**config.mk**
```make
export PLATFORM = sky130hd
export DESIGN_NAME = shift_chain_monitor
export DESIGN_NICKNAME = d
export VERILOG_FILES = /design/src/rtl/chain_pkg.sv /design/src/rtl/sat_counter.sv /design/src/rtl/shift_chain_monitor.sv
export SDC_FILE = /design/constraint.sdc
export NUM_CORES = 1
export LEC_CHECK = 0
export CAP_MARGIN = 20
export CORE_MARGIN = 8
export CORE_UTILIZATION = 29
export CTS_BUF_LIST = sky130_fd_sc_hd__clkbuf_8
export CTS_CLUSTER_SIZE = 14
export DETAILED_ROUTE_END_ITERATION = 16
export GPL_TIMING_DRIVEN = 0
export SYNTH_ARGS = -nofsm -noshare
export SYNTH_HDL_FRONTEND = slang
export SYNTH_SLANG_ARGS = --single-unit
```
**constraint.sdc**
```tcl
create_clock -name clk -period 2.4 [get_ports clk]
set_input_delay 0.48 -clock clk [delete_from_list [all_inputs] [get_ports clk]]
set_output_delay 0.48 -clock clk [all_outputs]
set_load 0.01 [all_outputs]
```
**src/rtl/chain_pkg.sv**
```systemverilog
// Shared constants for the shift chain monitor.
// State encoding and default geometry.
package chain_pkg;

  localparam logic [1:0] ST_IDLE  = 2'd0;
  localparam logic [1:0] ST_FILL  = 2'd1;
  localparam logic [1:0] ST_SYNC  = 2'd2;
  localparam logic [1:0] ST_CHECK = 2'd3;

  localparam int DEF_DEPTH = 2;
  localparam int DEF_CNT_W = 16;

endpackage

```
**src/rtl/sat_counter.sv**
```systemverilog
// Saturating up-counter with synchronous clear.
// Holds at all-ones once reached.
module sat_counter #(
  parameter int W = 16
) (
  input  logic         clk,
  input  logic         rst,
  input  logic         inc,
  input  logic         clr,
  output logic [W-1:0] q
);

  always_ff @(posedge clk) begin
    if (rst || clr) begin
      q <= '0;
    end else if (inc && (q != {W{1'b1}})) begin
      q <= q + 1'b1;
    end
  end

endmodule

```
**src/rtl/shift_chain_monitor.sv**
```systemverilog
// Receive-side checker for an a -> b -> c shift chain.
// Locks after a run of clean compares, then counts errors and c edges.
module shift_chain_monitor
  import chain_pkg::*;
#(
  parameter int DEPTH       = DEF_DEPTH,
  parameter int SYNC_CYCLES = 4,
  parameter int ERR_LIMIT   = 8,
  parameter int CNT_W       = DEF_CNT_W
) (
  input  logic             clk,
  input  logic             rst,
  input  logic             en,
  input  logic             a,
  input  logic             b,
  input  logic             c,
  output logic [1:0]       state,
  output logic             locked,
  output logic             err_pulse,
  output logic [CNT_W-1:0] err_cnt,
  output logic [CNT_W-1:0] edge_cnt,
  output logic             fail
);

  localparam int FW = (DEPTH > 1) ? $clog2(DEPTH) : 1;
  localparam int MW = (SYNC_CYCLES > 1) ? $clog2(SYNC_CYCLES) : 1;

  logic [DEPTH:1]  refp;
  logic [FW-1:0]   fill_cnt;
  logic [FW-1:0]   fill_n;
  logic [MW-1:0]   match_cnt;
  logic [MW-1:0]   match_n;
  logic [1:0]      state_n;
  logic            c_d;
  logic            mismatch;
  logic            chk;
  logic            err_inc;
  logic            edge_inc;
  logic            fail_hit;

  assign mismatch = (b != refp[1]) | (c != refp[DEPTH]);
  assign chk      = (state == ST_CHECK) && !fail;
  assign err_inc  = chk && mismatch;
  assign edge_inc = chk && c && !c_d;
  assign fail_hit = err_inc && (err_cnt == CNT_W'(ERR_LIMIT - 1));

  // Failure outranks en; the state stays encoded as CHECK.
  always_comb begin
    state_n = state;
    fill_n  = fill_cnt;
    match_n = match_cnt;
    if (fail || fail_hit) begin
      state_n = state;
    end else if (!en) begin
      state_n = ST_IDLE;
      fill_n  = '0;
      match_n = '0;
    end else begin
      unique case (1'b1)
        state == ST_IDLE: begin
          state_n = ST_FILL;
          fill_n  = '0;
        end
        state == ST_FILL: begin
          if (fill_cnt == FW'(DEPTH - 1)) begin
            state_n = ST_SYNC;
            fill_n  = '0;
          end else begin
            fill_n = fill_cnt + 1'b1;
          end
        end
        state == ST_SYNC: begin
          if (mismatch) begin
            match_n = '0;
          end else if (match_cnt == MW'(SYNC_CYCLES - 1)) begin
            state_n = ST_CHECK;
            match_n = '0;
          end else begin
            match_n = match_cnt + 1'b1;
          end
        end
        state == ST_CHECK: begin
          state_n = ST_CHECK;
        end
        default: begin
          state_n = ST_IDLE;
        end
      endcase
    end
  end

  always_ff @(posedge clk) begin
    if (rst) begin
      state     <= ST_IDLE;
      fill_cnt  <= '0;
      match_cnt <= '0;
      refp      <= '0;
      c_d       <= 1'b0;
      locked    <= 1'b0;
      err_pulse <= 1'b0;
      fail      <= 1'b0;
    end else begin
      state     <= state_n;
      fill_cnt  <= fill_n;
      match_cnt <= match_n;
      c_d       <= c;
      err_pulse <= err_inc;
      locked    <= (state_n == ST_CHECK) && !fail && !fail_hit;
      if (fail_hit) begin
        fail <= 1'b1;
      end
      if (en) begin
        refp[1] <= a;
        for (int k = 2; k <= DEPTH; k++) begin
          refp[k] <= refp[k-1];
        end
      end
    end
  end

  sat_counter #(.W(CNT_W)) u_err (
    .clk (clk),
    .rst (rst),
    .inc (err_inc),
    .clr (1'b0),
    .q   (err_cnt)
  );

  sat_counter #(.W(CNT_W)) u_edge (
    .clk (clk),
    .rst (rst),
    .inc (edge_inc),
    .clr (1'b0),
    .q   (edge_cnt)
  );

endmodule

```
==> results.tsv, run 1 <==
stage	metric	value	unit
outcome	outcome	completed	
setup_path	cp_max_fo	9	
cts	clk_pin_slew	80	ps
timing	setup_violations	0	
placement	hpwl	4460	um
die	die_h	103	um
die	initial_utilization	30.2	%
timing	hold_violations	0	
synthesis	yosysUniqueCellTypes	45	
power_and_ir_drop	ir_worst_vdd	201	uV
die	ios	43	
timing	fin_tns_setup	0	ps
global_route	grt_max_degree	14	
cts	max-clock-path-buffers	2	
timing	final-max-slew-violation-count	0	
layout	layout_common_cells	dfxtp_1, clkdlybuf4s50_1, a21oi_1	
layout	regArea	861	um2
setup_path	endpoint_kind	flip-flop	
cts	htree_levels	2	
synthesis	ys_seq_area_share	39.0	%
timing	fmax	444	MHz
layout	num_antenna_cells	0	
synthesis	synthSimpleGateAreaFrac	31.8	%
die	core	0.00729	mm2
die	die-area	0.0106	mm2
global_route	grt_overflow	0	
timing	rsz0062_at_grt	no	
setup_path	worstPathRequired	2600	ps
synthesis	async_flop_share	0	%
layout	layout_commonest_cell	dfxtp_1	
cts	clock_sinks	43	
flow_run	drv_cap	0	
layout	multi_input_area	0.00129	mm2
placement	io_buffers	42	
drt	num_vias	2186	
synthesis	synth_compound_area_share	18.9	%
synthesis	syn-cell-area	0.00220	mm2
timing	hold_slack	496	ps
layout	final_cells	404	
cts	clk_latency	300	ps
setup_path	crit_type	in2reg	
timing	final.setup_skew	3.26	ps
drt	ant_nets	0	
power_and_ir_drop	power.leakage	0.000897	uW
synthesis	synth_cells	256	
setup_path	reg2reg_slack	320	ps
drt	drt_iter0_markers	80	
placement	place.gp.congestion	0.850	
global_route	grt_first_pass_wirelength	10200	um
synthesis	syn_area_per_cell	8.61	um2
layout	drive_gt1_share	7.87	%
global_route	grt_usage	12.2	%
timing	max_slew_margin	61.1	%
synthesis	synth_seq_cells	43	
drt	first_pass_iters	4	
global_route	antenna_found_initial	0	
cts	cts_tree	done	
timing	worst_pin_slew	579	ps
timing	fin_crit_sh	93.9	%
drt	drt-vias-per-instance	5.41	
global_route	grt_pass1_vias	2086	
synthesis	synth-edff-count	0	
synthesis	muxShareOfSynthArea	4.37	%
drt	drcViolationCount	0	
setup_path	worstPathArrival	2450	ps
synthesis	yosysWarnings	0	
placement	dp_cells	397	
layout	nets	313	
setup_path	cp-start-kind	input port	
synthesis	synthXorXnorAreaFrac	0.795	%
cts	root_buffer	clkbuf_8	
power_and_ir_drop	p_per_area	499	mW/mm2
die	die_x	103	um
synthesis	synthFlopType	dfxtp_1	
drt	routed_wl	6020	um
synthesis	synth_adder_area_share	1.70	%
synthesis	synth_top_family_by_area	simple AND/OR/NAND/NOR gates	
timing	period_minus_slack	2250	ps
cts	cts_made_buffers	5	
layout	nFillCells	775	
synthesis	synth_nets	265	
die	core.rowCount	31	
drt	wl_per_cell	14.9	um
layout	syn2layout_area_growth	31.5	%
worst_hold_path	hold_class	reg2reg	
## through the flow
step,area (um2),worst slack [ps],utilization (%),total power (uW)
after floorplan,2200,468,-,769
after global placement,2750,-312,37.7,793
after detailed placement,2750,-342,37.7,793
after CTS,2890,53.7,39.6,1470
after global routing,2900,65.7,39.8,1510
final,2900,147,39.8,1450
## critical path, cell delays in order
cell and delay [ps]:
clkdlybuf4s50_1 490, xnor2_2 220, a2111o_1 510, nor4_1 360, mux2_2 380
## layer usage
| metal | vias to the layer above | GRT usage, % | part of all wire (%) |
|---|---|---|---|
| met5 | - | 0 | 0 |
| met4 | 0 | 4.23 | 1.1 |
| met3 | 5 | 4.42 | 6.4 |
| met2 | 43 | 19.3 | 47 |
| met1 | 1032 | 14.9 | 46 |
| li1 | 1106 | - | - |
## power by group
group          total, uW  leakage (uW)  internal (uW)  switching, uW
logic               56.2      0.000480           23.9           32.3
clock network        669     0.0000695            412            257
registers            722      0.000347            717           5.13
## kinds of logic after synthesis
logic type	count (synthesis)
AND/OR/NAND/NOR	118
adder cells (fa/ha/maj)	3
buffers and inverters	17
flip-flops	43
multiplexers	9
XOR/XNOR	2
AO/OA/AOI/OAI	64
## cells in the mapped netlist (3+ instances only)
master    count  area, um2
dfxtp_1      43        861
a21oi_1      25        125
or4_1        16        120
o31ai_1      15        113
nor2_1       14       52.6
nand2_1      13       48.8
nand4_1      13       81.3
nand3_1      11       55.1
nor2b_1       9       56.3
nor4_1        9       56.3
inv_1         7       26.3
clkbuf_1      6       22.5
nor3_1        6       30.0
o21ai_0       6       30.0
mux2_2        5       56.3
a31oi_1       4       25.0
mux2i_1       4       40.0
and2_1        3       18.8
and3_1        3       18.8
and4_1        3       26.3
buf_2         3       15.0
ha_1          3       37.5
nand3b_1      3       22.5
nor4b_1       3       26.3
or3_1         3       18.8
## flip-flops by register name, indices dropped and copies added (netlist names)
| signal | flops |
|---|---|
| c_d | 1 |
| err_pulse | 1 |
| fail | 1 |
| fill_cnt | 1 |
| locked | 1 |
| match_cnt | 2 |
| refp | 2 |
| state | 2 |
| u_edge.q | 16 |
| u_err.q | 16 |
## final timing paths
path,from,end,cells after the start
worst min register to register,match_cnt[1],match_cnt[1],2
worst max register to register,u_err.q[6],u_err.q[13],4
worst max-delay path,c,u_err.q[13],5
worst min-delay path,match_cnt[1],match_cnt[1],2
## area by class of cell
| class | count | area share (%) |
|---|---|---|
| Buffer | 9 | 1.55 |
| Multi-Input combinational cell | 196 | 44.5 |
| Clock buffer | 5 | 2.37 |
| Sequential cell | 43 | 29.7 |
| Inverter | 7 | 0.906 |
| Tap cell | 99 | 4.27 |
| Clock inverter | 3 | 2.20 |
| Timing Repair Buffer | 42 | 14.5 |
## timing repair
item                                    CTS  global route
hold buffers                              0             0
resized for setup                         1             2
endpoints found under the setup margin    2            12
setup buffers                             0             0
(Power assumes the default switching activity.)
==> run 2: changes to the inputs <==
--- a/config.mk
+++ b/config.mk
@@ -8,9 +8,9 @@
 export CAP_MARGIN = 20
 export CORE_MARGIN = 8
 export CORE_UTILIZATION = 29
-export CTS_BUF_LIST = sky130_fd_sc_hd__clkbuf_8
 export CTS_CLUSTER_SIZE = 14
 export DETAILED_ROUTE_END_ITERATION = 16
+export DONT_BUFFER_PORTS = 1
 export GPL_TIMING_DRIVEN = 0
 export SYNTH_ARGS = -nofsm -noshare
 export SYNTH_HDL_FRONTEND = slang
==> constraint.sdc (replaced) <==
create_clock -name clk -period 2.59 [get_ports clk]
set_input_delay 0.518 -clock clk [delete_from_list [all_inputs] [get_ports clk]]
set_output_delay 0.518 -clock clk [all_outputs]
set_load 0.01 [all_outputs]
==> run 2 against run 1 <==
Compared with the run above: worst setup slack improved by 280 ps; final area decreased by 16%; via count decreased by 6.1%; clock power decreased by 29%; clock skew increased by 5.8 ps; sequential share of layout area increased by 5.7 points; final cell count decreased by 10%; critical path type is now reg2reg; largest cell class unchanged.
==> results.tsv, run 2 (synthesis gave the netlist of run 1 again) <==
stage	metric	value	unit	change
layout	nets	272		-13%
cts	cts-hold-fix-buffers	0		unchanged
timing	fin_crit_sh	83.4	%	
worst_hold_path	hold_class	in2reg		
layout	num_antenna_cells	0		unchanged
placement	hpwl	4410	um	-1.1%
layout	layout_commonest_cell	dfxtp_1		
die	core.rowCount	31		unchanged
setup_path	path_cells	nand4_1 -> nor4_1 -> buf_2 -> buf_2 -> o21ai_0 -> a21oi_1		
drt	first_pass_iters	4		unchanged
cts	htree_levels	2		unchanged
power_and_ir_drop	seqPwrFrac	56.8	%	+6.9 points
die	ios	43		unchanged
drt	drt-vias-per-instance	5.65		+4.5%
die	core	0.00729	mm2	unchanged
power_and_ir_drop	ir_worst_vdd	233	uV	+16%
die	initial_utilization	30.2	%	unchanged
timing	hold_slack	366	ps	-130 ps
setup_path	critPathMostFrequentCell	buf_2		
cts	root_buffer	clkbuf_8		
drt	num_vias	2052		-6.1%
drt	drt_iter0_markers	126		+57%
cts	clk_latency	300	ps	about the same
setup_path	cp_slowest_cell	nor4_1		
die	die_x	103	um	unchanged
global_route	grt_usage	11.7	%	-0.47 points
setup_path	crit_type	reg2reg		
placement	place.gp.congestion	0.823		-3.2%
timing	max_slew_margin	62.1	%	+0.98 points
placement	place_area	0.00233	mm2	-15%
power_and_ir_drop	internal-power	921	uW	-20%
placement	io_buffers	0		-100%
flow_run	drv_cap	0		unchanged
power_and_ir_drop	power.share.switching	21.9	%	+1.6 points
power_and_ir_drop	p_switching	259	uW	-12%
setup_path	max_stage_delay	520	ps	about the same
timing	hold_violations	0		unchanged
layout	stdcell_area	0.00243	mm2	-16%
layout	utilization	33.4	%	-6.4 points
cts	cts_made_buffers	5		unchanged
global_route	grt_first_pass_wirelength	9770	um	-4.6%
cts	clk_pin_slew	80	ps	about the same
drt	routed_wl	5970	um	-0.85%
timing	period_minus_slack	2160	ps	
placement	dp_slack	204	ps	+546 ps
power_and_ir_drop	combPwrFrac	3.1	%	-0.8 points
timing	fin_tns_setup	0	ps	unchanged
layout	drive_gt1_share	8.33	%	+0.46 points
timing	fmax	463	MHz	
timing	setup_violations	0		unchanged
timing	rsz0062_at_grt	no		
setup_path	endpoint_kind	flip-flop		
setup_path	worstPathRequired	2820	ps	+220 ps
power_and_ir_drop	power.leakage	0.000724	uW	-19%
global_route	grt_overflow	0		unchanged
timing	worst_pin_slew	565	ps	-13.9 ps
drt	ant_nets	0		unchanged
cts	post_cts_buffers	0		unchanged
timing	final.setup_skew	9.09	ps	+5.83 ps
die	die_h	103	um	unchanged
layout	reg.largest.list	u_edge.q: 16 flops, u_err.q: 16 flops		
global_route	grt_max_degree	13		-1
outcome	outcome	completed		
layout	syn2layout_area_growth	10.4	%	
setup_path	cp-start-kind	flip-flop		
die	die-area	0.0106	mm2	unchanged
power_and_ir_drop	p_per_area	484	mW/mm2	-3.0%
global_route	antenna_found_initial	0		unchanged
cts	cts_tree	done		
timing	worst_slack	431	ps	+284 ps
power_and_ir_drop	power_frac_clock	40.1	%	-6.1 points
global_route	grt_pass1_vias	1881		-9.8%
layout	layout_common_cells	dfxtp_1, a21oi_1, or4_1		
drt	wl_per_cell	16.5	um	+10%
cts	clock_sinks	43		unchanged
cts	cts_resized	0		-1
cts	max-clock-path-buffers	2		unchanged
timing	final-max-slew-violation-count	0		unchanged
setup_path	cp_max_fo	10		+1
setup_path	worstPathArrival	2390	ps	-60 ps
drt	drcViolationCount	0		unchanged
==> run 2: cell count changes in the layout (fill, tap and decap cells not counted) <==
cell             change
bufinv_16            -2
xnor2_1              +2
inv_1                -1
xnor2_2              -2
clkdlybuf4s50_1     -42
clkbuf_8             +2
clkbuf_1             +2
==> run 2: metal layers <==
metal  global-route usage [%]  share of wire [%]  vias to the layer above
met4                     4.12                1.3                        0
met2                     18.2                 46                       62
met3                     4.82                 10                        8
met1                     14.3                 42                      967
li1                         -                  -                     1015
met5                        0                  0                        -
==> run 2: power by group through the flow <==
stage | logic (uW) | clock network [uW] | registers [uW]
floorplan | 28.5 | 0 | 684
global placement | 36.7 | 0 | 685
detailed placement | 37.7 | 0 | 685
CTS | 38.0 | 489 | 670
global route | 42.2 | 516 | 670
finish | 37.1 | 473 | 670
==> run 2: worst max-delay path, delay by kind of cell, from the launching register on <==
kind	cells	cell delay, ps
AOI/OAI and AO/OA	2	260
buffers and inverters	2	550
and+or+nand+nor	2	780
DFF	1	500
==> run 2: stage by stage <==
step                power, uW  instances
global route             1230        363
detailed placement        723        355
floorplan                 713        256
global placement          722        355
CTS                      1200        363
finish                   1180        363
==> run 2: worst paths after layout <==
kind / from / to / slack (ps) / depth (start not counted)
max reg2reg: u_edge.q[6] / u_edge.q[1] / 430 / 6
max: u_edge.q[6] / u_edge.q[1] / 430 / 6
min: c / c_d / 370 / 1
min reg2reg: match_cnt[1] / match_cnt[1] / 480 / 2
==> run 2: final cells by class <==
type                    instances  area (um2)
clock buffers                   8         100
inverters                       7        26.3
multi-input cells             196        1270
plain buffers                  10        48.8
well taps                      99         124
fillers                       811        4860
flip-flops and latches         43         861
==> run 3: changes to the inputs <==
==> constraint.sdc (replaced) <==
create_clock -name clk -period 2.2 [get_ports clk]
set_input_delay 0.44 -clock clk [delete_from_list [all_inputs] [get_ports clk]]
set_output_delay 0.44 -clock clk [all_outputs]
set_load 0.01 [all_outputs]
==> run 3 against run 2 <==
Compared with the run above: core utilization increased by 1.2 points; final cell count increased by 1.4%; first-iteration DRC count unchanged; critical path depth decreased by 2; register-to-register slack got worse by 340 ps; wire length increased by 2.8%; clock skew decreased by 1.2 ps; non-clock buffer count increased by 5; worst hold slack got worse by 82 ps; via count increased by 2.7%; clock power increased by 18%; final area increased by 3.6%; critical path type unchanged; largest power group unchanged; highest routed layer unchanged.
==> results.tsv, run 3 (synthesis gave the netlist of run 1 again) <==
stage	metric	value	unit	change
timing	worst_pin_slew	529	ps	-35.9 ps
setup_path	max_stage_delay	540	ps	+20 ps
timing	fmax	475	MHz	+2.5%
layout	layout_common_cells	dfxtp_1, a21oi_1, or4_1		
die	die_h	103	um	unchanged
drt	routed_wl	6140	um	+2.8%
cts	cts-hold-fix-buffers	0		unchanged
outcome	outcome	completed		
global_route	grt_overflow	0		unchanged
layout	drive_gt1_share	12.3	%	+3.9 points
global_route	grt_usage	11.8	%	+0.028 points
setup_path	worstPathRequired	2390	ps	-430 ps
die	core.rowCount	31		unchanged
timing	worst_slack	92.6	ps	-338 ps
setup_path	cp_max_fo	9		-1
layout	final_cells	368		+1.4%
timing	final-max-slew-violation-count	0		unchanged
drt	ant_nets	0		unchanged
layout	syn2layout_area_growth	14.4	%	
layout	num_antenna_cells	0		unchanged
power_and_ir_drop	p_per_area	552	mW/mm2	+14%
global_route	antenna_found_initial	0		unchanged
die	die_x	103	um	unchanged
die	die-area	0.0106	mm2	unchanged
layout	nFillCells	809		-0.25%
die	core	0.00729	mm2	unchanged
cts	cts_tree	done		
timing	final.setup_skew	7.85	ps	-1.23 ps
global_route	grt_first_pass_wirelength	9790	um	+0.21%
cts	clock_sinks	43		unchanged
setup_path	endpoint_kind	flip-flop		
layout	regArea	862	um2	+0.15%
die	ios	43		unchanged
layout	layout_commonest_cell	dfxtp_1		
setup_path	cp-start-kind	flip-flop		
cts	max-clock-path-buffers	2		unchanged
layout	reg.largest.list	u_edge.q: 16 flops, u_err.q: 16 flops		
cts	clk_latency	300	ps	about the same
cts	cts_made_buffers	5		unchanged
cts	root_buffer	clkbuf_8		
placement	dp_cells	355		unchanged
placement	hpwl	4410	um	unchanged
drt	drt_iter0_markers	126		unchanged
layout	multi_input_area	0.00132	mm2	+3.8%
worst_hold_path	hold_class	in2reg		
drt	wl_per_cell	16.7	um	+1.4%
setup_path	path_cells	nand3_1 -> a2111o_1 -> nor4b_1 -> mux2_2		
global_route	grt_max_degree	13		unchanged
drt	drcViolationCount	0		unchanged
setup_path	reg2reg_slack	90	ps	-340 ps
timing	fin_crit_sh	95.8	%	+12 points
setup_path	cp_slowest_cell	a2111o_1		
timing	period_minus_slack	2110	ps	-51.7 ps
cts	clk_pin_slew	80	ps	about the same
power_and_ir_drop	power.leakage	0.000794	uW	+9.6%
setup_path	crit_type	reg2reg		
setup_path	worstPathArrival	2300	ps	-90 ps
drt	num_vias	2107		+2.7%
placement	place.gp.congestion	0.823		unchanged
cts	htree_levels	2		unchanged
timing	hold_violations	0		unchanged
global_route	grt_pass1_vias	1886		+0.27%
timing	max_slew_margin	64.5	%	+2.4 points
layout	nets	277		+1.8%
power_and_ir_drop	ir_worst_vdd	275	uV	+18%
timing	fin_tns_setup	0	ps	unchanged
flow_run	drv_cap	0		unchanged
placement	dp_slack	-186	ps	-390 ps
timing	setup_violations	0		unchanged
drt	drt-vias-per-instance	5.73		+1.3%
drt	first_pass_iters	4		unchanged
die	initial_utilization	30.2	%	unchanged
placement	io_buffers	0		unchanged
[run 3: where the power goes]
part	internal, uW	switching (uW)
registers	782	6.47
clock network	287	270
logic	16.8	29.6
[run 3: critical path: cells and delay by family (launching register included)]
kind / cells / cell delay [ps]
and+or+nand+nor: 2 / 570
DFF: 1 / 520
muxes: 1 / 370
AOI/OAI and AO/OA: 1 / 540
[run 3: repair_timing]
action / 4_1_cts / 5_1_grt
resized for setup: 1 / 9
setup endpoints to repair: 9 / 25
pin swaps: 0 / 3
buffers inserted: 0 / 5
gates cloned: 0 / 0
[run 3: final cells by class]
class / count / share of cell area, %
Timing Repair Buffer: 5 / 1.49
Tap cell: 99 / 4.91
Multi-Input combinational cell: 196 / 52.5
Buffer: 10 / 1.93
Inverter: 7 / 1.04
Clock buffer: 8 / 3.97
Sequential cell: 43 / 34.2
[run 3: final timing paths]
kind | from | endpoint | cells after the start
max | u_err.q[3] | u_err.q[11] | 4
min | c | c_d | 1
max reg2reg | u_err.q[3] | u_err.q[11] | 4
min reg2reg | match_cnt[1] | match_cnt[1] | 2
[run 3: metrics by stage]
stage	hold slack [ps]	power, uW	instance area, um2	util [%]
2_1_floorplan	442	839	2200	-
4_1_cts	282	1410	2430	33.4
3_3_place_gp	456	850	2330	31.9
6_report	285	1390	2520	34.6
5_1_grt	298	1450	2520	34.6
3_5_place_dp	467	851	2330	31.9
[run 3: metal layers]
layer  track usage (%)  vias to the layer above  share of wire [%]
met2              18.3                       52                 46
met3              4.82                       10                 10
met4              4.12                        0                1.3
li1                  -                     1028                  -
met5                 0                        -                  0
met1              14.3                     1017                 42
